--- src/rtl/stall_control_param.sv ---
// Pipeline stall controller with programmable load/jump stall lengths and a
// halt state that waits for an external resume pulse.
module stall_control_param #(
    parameter int unsigned             INS_W    = 24,
    parameter int unsigned             OPC_W    = 5,
    parameter logic [OPC_W-1:0]        LOAD_OPC = 5'b10100,
    parameter logic [OPC_W-1:0]        JUMP_OPC = 5'b11110,
    parameter logic [OPC_W-1:0]        HALT_OPC = 5'b10001,
    parameter int unsigned             LOAD_CYC = 1,
    parameter int unsigned             JUMP_CYC = 2,
    parameter int unsigned             CNT_W    = 4
) (
    input  logic             clk,
    input  logic             reset,
    input  logic [INS_W-1:0] ins,
    input  logic             resume,
    output logic             Stall,
    output logic             Stall_pm,
    output logic             halted,
    output logic [CNT_W-1:0] stall_cnt
);

    localparam logic [CNT_W-1:0] LOAD_N = CNT_W'(LOAD_CYC);
    localparam logic [CNT_W-1:0] JUMP_N = CNT_W'(JUMP_CYC);
    localparam logic [CNT_W-1:0] CNT_ONE = CNT_W'(1);

    typedef enum logic [1:0] {StIdle, StCount, StDone, StHalt} state_t;

    state_t           r_state;
    state_t           w_state_next;
    logic [CNT_W-1:0] r_cnt;
    logic [CNT_W-1:0] w_cnt_next;
    logic             r_stall_pm;
    logic             w_stall;
    logic [OPC_W-1:0] w_opc;
    logic             w_hit_h;
    logic             w_hit_j;
    logic             w_hit_l;
    logic             w_unused_ins;

    // Only the opcode field is decoded; the operand bits pass through untouched.
    assign w_unused_ins = ^ins;

    // Opcode decode; a zero stall length disables that opcode entirely.
    always_comb begin
        w_opc   = ins[INS_W-1 -: OPC_W];
        w_hit_h = (w_opc == HALT_OPC);
        w_hit_j = (w_opc == JUMP_OPC) && (JUMP_CYC != 0);
        w_hit_l = (w_opc == LOAD_OPC) && (LOAD_CYC != 0);
    end

    // Next-state, counter and raw stall; decode only acts in StIdle.
    always_comb begin
        w_state_next = r_state;
        w_cnt_next   = r_cnt;
        w_stall      = 1'b0;
        unique case (r_state)
            StIdle: begin
                w_cnt_next = '0;
                if (w_hit_h) begin
                    w_stall      = 1'b1;
                    w_state_next = StHalt;
                end else if (w_hit_j) begin
                    w_stall      = 1'b1;
                    w_cnt_next   = JUMP_N - CNT_ONE;
                    w_state_next = (JUMP_CYC >= 2) ? StCount : StDone;
                end else if (w_hit_l) begin
                    w_stall      = 1'b1;
                    w_cnt_next   = LOAD_N - CNT_ONE;
                    w_state_next = (LOAD_CYC >= 2) ? StCount : StDone;
                end
            end
            StCount: begin
                w_stall = 1'b1;
                // Treat 0 like 1 so the counter can never wrap.
                if (r_cnt <= CNT_ONE) begin
                    w_cnt_next   = '0;
                    w_state_next = StDone;
                end else begin
                    w_cnt_next = r_cnt - CNT_ONE;
                end
            end
            StDone: begin
                // One unstalled cycle lets the held instruction advance.
                w_cnt_next   = '0;
                w_state_next = StIdle;
            end
            StHalt: begin
                w_stall = 1'b1;
                if (resume) begin
                    w_state_next = StDone;
                end
            end
            default: begin
                w_cnt_next   = '0;
                w_state_next = StIdle;
            end
        endcase
    end

    // State and counter registers.
    always_ff @(posedge clk or posedge reset) begin
        if (reset) begin
            r_state <= StIdle;
            r_cnt   <= '0;
        end else begin
            r_state <= w_state_next;
            r_cnt   <= w_cnt_next;
        end
    end

    // Registered copy of Stall for program memory.
    always_ff @(posedge clk or posedge reset) begin
        if (reset) begin
            r_stall_pm <= 1'b0;
        end else begin
            r_stall_pm <= Stall;
        end
    end

    // Reset masks the combinational stall so nothing leaks out while held.
    assign Stall     = w_stall & ~reset;
    assign Stall_pm  = r_stall_pm;
    assign halted    = (r_state == StHalt);
    assign stall_cnt = r_cnt;

endmodule

--- config.mk ---
export PLATFORM = sky130hd
export DESIGN_NAME = stall_control_param
export DESIGN_NICKNAME = d
export VERILOG_FILES = /design/src/rtl/stall_control_param.sv
export SDC_FILE = /design/constraint.sdc
export NUM_CORES = 1
export LEC_CHECK = 0
export CAP_MARGIN = 10
export CELL_PAD_IN_SITES_DETAIL_PLACEMENT = 0
export CELL_PAD_IN_SITES_GLOBAL_PLACEMENT = 1
export CORE_MARGIN = 2
export CORE_UTILIZATION = 26
export DETAILED_ROUTE_END_ITERATION = 6
export PLACE_DENSITY = 0.78
export SLEW_MARGIN = 15
export SYNTH_ARGS = -nofsm -noshare
export SYNTH_HDL_FRONTEND = slang
export SYNTH_SLANG_ARGS = --single-unit
--- constraint.sdc ---
create_clock -name clk -period 5.2 [get_ports clk]
set_input_delay 1.56 -clock clk [delete_from_list [all_inputs] [get_ports clk]]
set_output_delay 1.56 -clock clk [all_outputs]
set_load 0.03 [all_outputs]
### Yosys cells after proc, flatten, opt, wreduce, memory -nomap -nowiden

Cells that the tools add are included.

* bitwise gates (word level): 2
* $lt $le $gt $ge: 1
* add/sub/neg operators: 1
* muxes and demuxes: 14
* $mul: 0
* shifts and indexed selects: 0
* reductions and logical operators: 4
* equality and inequality tests: 9
* div/mod/pow operators: 0

Operators with widths (count)
* $eq 5x5->1 const B: 3
* $pmux 4 s3: 1
* $mux 2: 5
* $pmux 2 s4: 1
* $mux 1: 5
* $eq 2x2->1 const B: 2
* $le 4x1->1 const B: 1
* $mux 4: 1
* $ne 2x2->1 const B: 2
* $ne 4x4->1 const B: 1
* $sub 4x1->4 const B: 1
* $reduce_and 3->1: 1
* $reduce_bool 3->1: 1
* $eq 2x1->1 const B: 1
* $logic_not 2->1: 1
* $pmux 1 s2: 1
* $reduce_or 2->1: 1
* $and 1x1->1: 1
* $not 1->1: 1

* RAM bits: 0
* output and inout bits: 7
* register bits after elaboration: 7
* input port bits: 27
* latch bits: 0
* memory bits (read-only): 0
* memories: 0

### Depth between registers and ports, before layout

Gate-level depths: netlist of the first run.

* depth after elaboration: 6
* depth in mapped cells: 6

### Worst setup path before layout of the first run

OpenSTA, ideal clock, no wires.

* path type: input -> output
* start point: input port ins[19]
* end point: output port Stall
* cell stages on the path: 4
* data required time: 3.640 ns
* buffers on the path: 0
* setup slack: 0.860 ns
* data arrival time: 2.780 ns
* path through: and4b_1 -> a22o_1 -> a211oi_1 -> nor3_1

* cells in the longest elaborated chain, start to end: 6
* elaborated cells between the ends (all ways): 8
* those cells by class: eq/ne: 3; mux: 4; bitwise: 1

Ends and longest elaborated chain
* start, declared: RTL line 15 `input logic [INS_W-1:0] ins,`
* $eq 5x5->1: RTL line 49 `w_hit_l = (w_opc == LOAD_OPC) && (LOAD_CYC != 0);`
* $mux 1: RTL line 67 `end else if (w_hit_l) begin`
* $mux 1: RTL line 63 `end else if (w_hit_j) begin`
* $mux 1 (*): RTL line 60 `if (w_hit_h) begin`
* $pmux 1 s2 (*): RTL line 57 `unique case (r_state)`
* $and 1x1->1 (*): RTL line 122 `assign Stall = w_stall & ~reset;`
* end, declared: RTL line 17 `output logic Stall,`

Every way passes the cells marked *; elsewhere a longest branch is shown, timed or not.

### Final worst setup path of the first run

* start point: input port ins[21]
* end point: output port Stall

Same word-level chain as after synthesis.

==> flow_summary.yaml, run 1 <==
cts:
  clock-sinks: 7
  cts_root_buf: "clkbuf_4"
  postCtsSetupRepairBufs: 0
  cts_buffer_depth: 2
  cts-resized-gates: 0
  clkLatencyLatePin_ns: 0.25
  cts_tree: "done"
  cts_buffers: 3
  clkSlewWorstSetupHoldPaths_ns: 0.05
  ctsHoldBuffers: 0
  htree_levels: 1
timing:
  report.final.setup_viol: 0
  fin_crit_ns: 5.037
  slew_headroom_pct: 73.13
  hold_viol: 0
  drv_slew: 0
  rsz0062_at_grt: "false"
  worst_slew_pin_slew_ns: 0.3996
  finClkSkew_ns: 0.002325
  fin_ws_ns: 0.1631
  final.setup.tns_ns: 0
  fmax_mhz: 198.5
  timing.final.crit_share_pct: 96.86
logic_synthesis:
  syn-num-nets: 87
  yosys-top-cells-area: "dfrtp_1 33%, ha_1 19%, inv_1 5.0%"
  synth_top_area_cell: "dfrtp_1"
  ys_ff_latch: 7
  synth-edff-count: 0
  yosysUniqueCellTypes: 24
  ys_warn_count: 0
  seq_area_frac_synth_pct: 33.25
  ys_async_sr_fraction_pct: 100.0
  syn_area_per_cell_um2: 10.13
  synth_cells: 52
  synth_ff_type: "dfrtp_1"
  syn_area_um2: 526.8
  synth.top_cell.area_share_pct: 33.25
pwr:
  power.density_nw_per_um2: 250.1
  power_leakage_nw: 0.3338
  peakVddDrop_mv: 0.1314
die:
  start_util_pct: 27.13
  rows: 16
  core-area_um2: 1942
  die_x_um: 49.01
  die_h_um: 49.01
  dieArea_um2: 2402
  top_level_ports: 34
grt:
  grt_max_degree: 8
  antenna_found_initial: 0
  gr-usage-all-layers_pct: 8.990
  grt-ovfl-total: 0
  grt_pass1_wl_mm: 1.662
  grt_pass1_vias: 405
finish:
  final_core_util_pct: 37.44
  drive_gt1_share_pct: 10.00
  final_nets: 106
  layoutNonFillerInstCount: 97
  area_delta_synth_final_pct: 38.00
  diodes: 0
routing:
  drt_wl_total_um: 932
  remaining_drc_errors: 0
  vias: 437
  avgViaCountPerCell: 4.505
  drt_pass1_iterations: 4
  dr.first_iter.drc_count: 10
  drtAntennaViolNets: 0
  wire_per_inst_um: 9.608
placed_design:
  portBuffers: 14
  gp_congestion: 0.7150
  preCtsSetupSlack_ns: 0.1339
  dp_cells: 93
  dp_hpwl_um: 764.2
critical_path:
  worstSetupPathType: "in -> out"
  cp-start-kind: "input pin"
  reg2reg_from: "stall_cnt[0]"
  critical_path_required_ns: 3.64
  path_max_fanout: 3
  cp-end-kind: "output pin"
  critPathLaunch: "ins[21]"
  arrival_ns: 3.48
min_path:
  hold_class: "reg -> reg"
  min-delay-start: "stall_cnt[1]"
run_status:
  status: "completed"
run:
  drv_cap: 0
==> layout by cell type, fill, tap and decap left out, types with 2 or more instances in the layout <==
cell type        synthesis  final
clkdlybuf4s50_1          0     14
ha_1                     8      8
dfrtp_1                  7      7
inv_1                    7      7
nor2_1                   3      3
nand2_1                  3      3
clkbuf_4                 0      3
nor4b_1                  2      2
or3_1                    2      2
a21oi_1                  2      2
o31ai_1                  2      2
mux2i_1                  2      2
==> critical path: stages <==
cell and delay, ns:
clkdlybuf4s50_1 0.50, and4b_1 0.24, a22o_1 0.19, a211oi_1 0.08, nor3_1 0.18, clkdlybuf4s50_1 0.71
==> power by group <==
group	total, mW	switching [mW]	internal [mW]
sequential	0.0661	0.00558	0.0605
clock	0.0478	0.0186	0.0292
combinational	0.0679	0.0356	0.0323
total	0.182	0.0598	0.122
==> per-layer routing <==
metal	up-vias	wire length (um)	GRT usage, %
met5	-	0	0
met4	0	0	1.429
met3	0	63	4.908
met2	15	407	14.38
met1	198	461	10.79
li1	224	-	-
==> path summary, 6_finish.rpt <==
kind | cells after the start | end | slack [ns]
hold reg to reg | 2 | stall_cnt[1] | 0.53
setup reg to reg | 6 | stall_cnt[0] | 3.56
min in group asynchronous | 2 | r_state[0] | 1.58
max in group asynchronous | 2 | stall_cnt[1] | 3.41
setup / recovery | 6 | Stall | 0.16
hold / removal | 2 | stall_cnt[1] | 0.53
==> per-stage QoR <==
step / hold slack (ns) / cell area [um2] / power (mW)
global route: 0.5731 / 726.9 / 0.1986
floorplan: 0.6097 / 526.8 / 0.1167
CTS: 0.5320 / 726.9 / 0.1852
detailed placement: 0.5201 / 700.7 / 0.1351
global placement: 0.5209 / 700.7 / 0.1352
finish: 0.5307 / 726.9 / 0.1818
==> flip-flops by register name, indices dropped and copies added, names as in the netlist <==
name / cells
Stall_pm: 1
r_state: 2
stall_cnt: 4
==> cell usage after synthesis, types with 2 or more instances <==
library cell and n:
o31ai_1 2, ha_1 8, nand2_1 3, a21oi_1 2, nor4b_1 2, nor2_1 3
inv_1 7, dfrtp_1 7, or3_1 2, mux2i_1 2
==> cell families (layout without fill, tap and decap cells) <==
| family | after synthesis | after routing | synth area share (%) |
|---|---|---|---|
| AOI/OAI and AO/OA | 13 | 13 | 20.91 |
| and+or+nand+nor | 13 | 13 | 14.25 |
| adders and majority gates | 8 | 8 | 19.00 |
| DFF | 7 | 7 | 33.25 |
| buffers and inverters | 7 | 25 | 4.989 |
| muxes | 3 | 3 | 5.938 |
| xor gates and xnor gates | 1 | 1 | 1.663 |
==> final cells by class <==
cell class / instances / area (um2)
fillers: 206 / 1215
clock buffers: 4 / 26.28
repair buffers: 14 / 140.1
multi-input cells: 38 / 325.3
well taps: 27 / 33.78
inverters: 7 / 26.28
flip-flops and latches: 7 / 175.2
Note: power is estimated with default switching activity, not from simulation.
==> inputs of run 2 (changes only) <==
--- a/config.mk
+++ b/config.mk
@@ -12,6 +12,7 @@
 export CORE_UTILIZATION = 26
 export DETAILED_ROUTE_END_ITERATION = 6
 export PLACE_DENSITY = 0.78
+export SKIP_LAST_GASP = 1
 export SLEW_MARGIN = 15
 export SYNTH_ARGS = -nofsm -noshare
 export SYNTH_HDL_FRONTEND = slang
==> results of run 2 <==
The final DEF is identical to that of run 1; final timing and power are the same.
